## src/rtl/fetch_prefetch_queue.sv

```systemverilog
// Instruction prefetch queue: walks a fetch PC, issues one memory read per cycle while
// space is reserved, and queues returned words with their PCs for the issue stage.
module fetch_prefetch_queue #(
  parameter int unsigned DEPTH     = 4,
  parameter logic [31:0] RESET_PC  = 32'h0,
  parameter logic [31:0] PC_STEP   = 32'd1,
  parameter logic [31:0] NOP_INSTR = 32'h0,
  localparam int unsigned PTR_W    = $clog2(DEPTH),
  localparam int unsigned CNT_W    = PTR_W + 1
) (
  input  logic             clk,
  input  logic             rst,
  output logic             imem_req,
  output logic [31:0]      imem_addr,
  input  logic [31:0]      imem_rdata,
  input  logic             stall,
  input  logic             redirect,
  input  logic [31:0]      redirect_addr,
  output logic             issue_valid,
  output logic [31:0]      issue_instr,
  output logic [31:0]      issue_pc,
  output logic [CNT_W-1:0] occupancy
);

  logic [31:0]      fetch_pc_q, fetch_pc_d;
  logic [31:0]      req_pc_q, req_pc_d;
  logic             inflight_q, inflight_d;
  logic [CNT_W-1:0] count_q, count_d;
  logic [PTR_W-1:0] rd_ptr_q, rd_ptr_d;
  logic [PTR_W-1:0] wr_ptr_q, wr_ptr_d;
  logic [31:0]      instr_mem [DEPTH];
  logic [31:0]      pc_mem    [DEPTH];
  logic [CNT_W:0]   reserved;
  logic             push;
  logic             pop;

  always_comb begin
    // A slot is reserved for the outstanding read so a response can never find the queue full.
    reserved = {1'b0, count_q} + {{CNT_W{1'b0}}, inflight_q};
    imem_req = rst && !redirect && (reserved < (CNT_W+1)'(DEPTH));
    imem_addr = fetch_pc_q;
    push = inflight_q && !redirect;
    pop = (count_q != '0) && !stall && !redirect;

    fetch_pc_d = fetch_pc_q;
    req_pc_d = req_pc_q;
    inflight_d = imem_req;
    count_d = count_q + CNT_W'(push) - CNT_W'(pop);
    rd_ptr_d = rd_ptr_q + PTR_W'(pop);
    wr_ptr_d = wr_ptr_q + PTR_W'(push);

    if (imem_req) begin
      fetch_pc_d = fetch_pc_q + PC_STEP;
      req_pc_d = fetch_pc_q;
    end
    if (redirect) begin
      fetch_pc_d = redirect_addr;
      count_d = '0;
      rd_ptr_d = '0;
      wr_ptr_d = '0;
    end
  end

  always_ff @(posedge clk or negedge rst) begin
    if (!rst) begin
      fetch_pc_q <= RESET_PC;
      inflight_q <= 1'b0;
      count_q <= '0;
      rd_ptr_q <= '0;
      wr_ptr_q <= '0;
    end else begin
      fetch_pc_q <= fetch_pc_d;
      inflight_q <= inflight_d;
      count_q <= count_d;
      rd_ptr_q <= rd_ptr_d;
      wr_ptr_q <= wr_ptr_d;
    end
  end

  // Payload storage carries no reset; validity is tracked by count_q alone.
  always_ff @(posedge clk) begin
    req_pc_q <= req_pc_d;
    if (push) begin
      instr_mem[wr_ptr_q] <= imem_rdata;
      pc_mem[wr_ptr_q] <= req_pc_q;
    end
  end

  always_comb begin
    issue_valid = (count_q != '0);
    issue_instr = issue_valid ? instr_mem[rd_ptr_q] : NOP_INSTR;
    issue_pc = issue_valid ? pc_mem[rd_ptr_q] : 32'h0;
    occupancy = count_q;
  end

  overflow_a: assert property (@(posedge clk) disable iff (!rst)
    push |-> (count_q != CNT_W'(DEPTH)));

endmodule
```

## config.mk

```make
export PLATFORM = sky130hd
export DESIGN_NAME = fetch_prefetch_queue
export DESIGN_NICKNAME = d
export VERILOG_FILES = /design/src/rtl/fetch_prefetch_queue.sv
export SDC_FILE = /design/constraint.sdc
export NUM_CORES = 1
export LEC_CHECK = 0
export ABC_AREA = 1
export CAP_MARGIN = 10
export CORE_ASPECT_RATIO = 0.5
export CORE_MARGIN = 2
export CORE_UTILIZATION = 25
export DETAILED_ROUTE_END_ITERATION = 7
export PLACE_DENSITY_LB_ADDON = 0.12
export SETUP_SLACK_MARGIN = 0.05
export SKIP_CTS_REPAIR_TIMING = 1
export SLEW_MARGIN = 20
export SYNTH_ARGS = -nofsm -noshare
export SYNTH_HDL_FRONTEND = slang
export SYNTH_SLANG_ARGS = --single-unit
```

## constraint.sdc

```tcl
create_clock -name clk -period 6.61 [get_ports clk]
set_clock_uncertainty 0.1 [all_clocks]
set_input_delay 0.661 -clock clk [delete_from_list [all_inputs] [get_ports clk]]
set_output_delay 0.661 -clock clk [all_outputs]
set_load 0.01 [all_outputs]
```

==> results.py <==
metrics = {
    "finish": {
        "fill_cells": 5379,
        "area_delta_synth_final_pct": 25.81,
        "finish.utilization_pct": 31.95,
        "seqCellArea_um2": 9654,
        "drive_gt1_share_pct": 6.263,
        "nets": 1473,
        "fin_cells": 2134,
        "antenna_cells": 0,
        "multi_input_comb_area_um2": 3563,
        "final_cell_area_um2": 17220,
    },
    "setup_path": {
        "crit_path_start_kind": "flop",
        "path_max_fanout": 86,
        "critPathTopFamily": "buffers and inverters",
        "critical-path-slowest-cell": "dfrtp_4",
        "critPathMaxStageDelay_ns": 0.88,
        "cp-end-kind": "output pin",
        "crit_required_ns": 5.85,
        "arrival_ns": 3.70,
        "crit_buf_inv": 3,
        "path_cells": "clkinv_2, buf_4, o21ai_0, a21oi_1, clkdlybuf4s50_1",
        "path_class": "flop to output pin",
    },
    "sta": {
        "max-slew-margin-rel_pct": 31.54,
        "whs_ns": 0.1336,
        "fmax_mhz": 224.0,
        "period_minus_slack_ns": 4.464,
        "setup_tns_ns": 0,
        "tightest_slew_ns": 1.027,
        "min_period_over_period_pct": 67.54,
        "setup_violations": 0,
        "grt_setup_unrepaired": "false",
        "drv_slew": 0,
        "final-hold-violation-count": 0,
    },
    "synthesis": {
        "ys_seq_area_share_pct": 70.49,
        "netlist_instances": 1238,
        "synth_seq_cells": 328,
        "ys_types": 30,
        "yosysTopAreaCell": "edfxtp_1",
        "synth_area_um2": 13690,
        "avgSynthCellArea_um2": 11.06,
        "synth_nets": 1313,
        "yosysTopAreaCellShare_pct": 63.18,
        "yosysWarnings": 0,
        "ys_top_cells_by_area": "edfxtp_1, nor2_1, dfrtp_1",
    },
    "job": {
        "max_cap_violations": 0,
    },
    "pwr": {
        "p_sw_share_pct": 28.90,
        "power_frac_clock_pct": 33.0,
        "p_per_area_nw_per_um2": 332.1,
        "max-vdd-ir-drop_mv": 0.2130,
        "power.share.sequential_pct": 44.8,
        "leakagePower_nw": 6.073,
        "cellInternalPower_mw": 4.066,
        "power_frac_comb_pct": 22.2,
        "power.switching_mw": 1.653,
    },
    "drt": {
        "routed-via-count": 9253,
        "drc": 0,
        "ant_nets": 0,
        "drt_wl_total_um": 37810,
        "wire_per_inst_um": 17.72,
        "drtIter0Drc": 451,
        "via_per_inst": 4.336,
        "firstDrtPassIters": 4,
    },
    "outcome": {
        "status": "finished clean",
    },
    "grt": {
        "grt_overflow": 0,
        "antenna_found_initial": 1,
        "grt_usage_pct": 13.34,
        "grt_pass1_vias": 9423,
        "grt_pass1_wl_um": 57260,
        "grt_max_degree": 87,
    },
    "placement": {
        "dp_hpwl_um": 22340,
        "io_buffers": 168,
        "gp_congestion": 0.7686,
        "dp.cells": 2073,
        "post_dp_cell_area_um2": 16110,
    },
    "clock_network": {
        "cts_tree": "built",
        "cts_inserted_buffers": 35,
        "cts_max_level": 2,
        "root_buffer": "clkbuf_16",
        "clock_latency_ns": 0.51,
        "cts_sinks": 328,
        "cts.path.max_buffers": 3,
        "clk_pin_slew_ns": 0.06,
    },
    "floorplan": {
        "dieArea_um2": 56750,
        "start_util_pct": 25.39,
        "core-area_um2": 53900,
        "std_cell_rows": 60,
        "die_y_um": 169.5,
        "die_x_um": 334.9,
        "io_pins": 169,
    },
    "hold_path": {
        "hold_path.class": "input pin to async pin",
    },
}
sequential cells by signal (all words and copies together), names as in the netlist:
name        flops
wr_ptr_q        2
pc_mem        128
imem_addr      32
occupancy       3
rd_ptr_q        2
instr_mem     128
inflight_q      1
req_pc_q       32
synthesized netlist by cell type, drive strengths merged:
master / instances
a21oi: 66
buf: 37
clkbuf: 22
dfrtp: 40
edfxtp: 288
fa: 1
ha: 6
inv: 60
nand2: 179
nand3: 77
nand3b: 2
nand4: 1
nor2: 308
nor3: 6
o211ai: 1
o21ai: 130
o21bai: 6
or2: 2
xnor2: 4
xor2: 2
metal layers:
metal  GRT usage (%)  share of wire, %
met1           16.77                45
met2           23.55                50
met3           2.491               3.2
met4           3.607               1.9
met5               0                 0
cells in the final DEF, fill, tap and decap left out, types with 5 or more instances in the layout:
master / synthesis / layout
nor2_2: 7 / 7
buf_4: 2 / 11
nor2_1: 296 / 296
a21oi_1: 66 / 66
nand2_1: 175 / 175
clkbuf_1: 22 / 12
dfrtp_1: 40 / 38
clkbuf_16: 0 / 37
o21bai_1: 6 / 6
nor2_4: 5 / 5
o21ai_0: 127 / 127
ha_1: 6 / 6
clkdlybuf4s50_1: 0 / 167
nor3_2: 0 / 5
nand3_1: 76 / 76
edfxtp_1: 288 / 288
inv_1: 56 / 56
worst register-to-register path: cells and delay by family, from the launching register on:
| kind | cells | cell delay [ns] |
|---|---|---|
| AOI/OAI and AO/OA | 2 | 0.24 |
| adders and majority gates | 3 | 0.86 |
| buffers and inverters | 3 | 0.85 |
| DFF | 1 | 0.46 |
| and+or+nand+nor | 2 | 0.44 |
power groups by stage:
stage | combinational [mW] | sequential [mW] | clock [mW]
after floorplan | 0.614 | 2.54 | 0
after global placement | 1.31 | 2.61 | 0
after detailed placement | 1.31 | 2.61 | 0
after CTS | 1.32 | 2.57 | 1.96
after global routing | 1.40 | 2.59 | 2.05
final | 1.27 | 2.56 | 1.89
area by class of cell:
class                      instances  share of cell area [%]
sequential                       328                   56.06
multi-input combinational        791                   20.69
timing repair buffer             182                   10.46
clock buffer                      50                   5.718
tap                              713                   5.180
inverter                          60                   1.315
clock inverter                    10                  0.5740
stage by stage:
stage	setup slack (ns)	power, mW
5_1_grt	1.801	6.033
4_1_cts	1.995	5.840
3_3_place_gp	2.608	3.913
3_5_place_dp	2.560	3.920
6_report	2.146	5.719
2_1_floorplan	0.5726	3.151
final timing paths:
kind                              start       endpoint  slack [ns]  cells past startpoint
hold reg to reg            req_pc_q[23]  pc_mem[1][23]        0.39                      0
max in group asynchronous           rst    rd_ptr_q[0]        5.82                      2
hold / removal                      rst  imem_addr[28]        0.13                      2
min in group clk           req_pc_q[23]  pc_mem[1][23]        0.39                      0
setup reg to reg           occupancy[1]   occupancy[2]        3.54                     10
setup / recovery            rd_ptr_q[0]   issue_pc[16]        2.15                      5
cell families (layout without fill, tap and decap cells):
group / count (synthesis) / count (layout) / synth area share, %
AO/OA/AOI/OAI: 203 / 203 / 7.550
XOR/XNOR: 6 / 6 / 0.3839
adder cells (fa/ha/maj): 7 / 7 / 0.6947
buffers and inverters: 119 / 302 / 3.656
flip-flops: 328 / 328 / 70.49
AND/OR/NAND/NOR: 575 / 575 / 17.22
(Power assumes the default switching activity.)
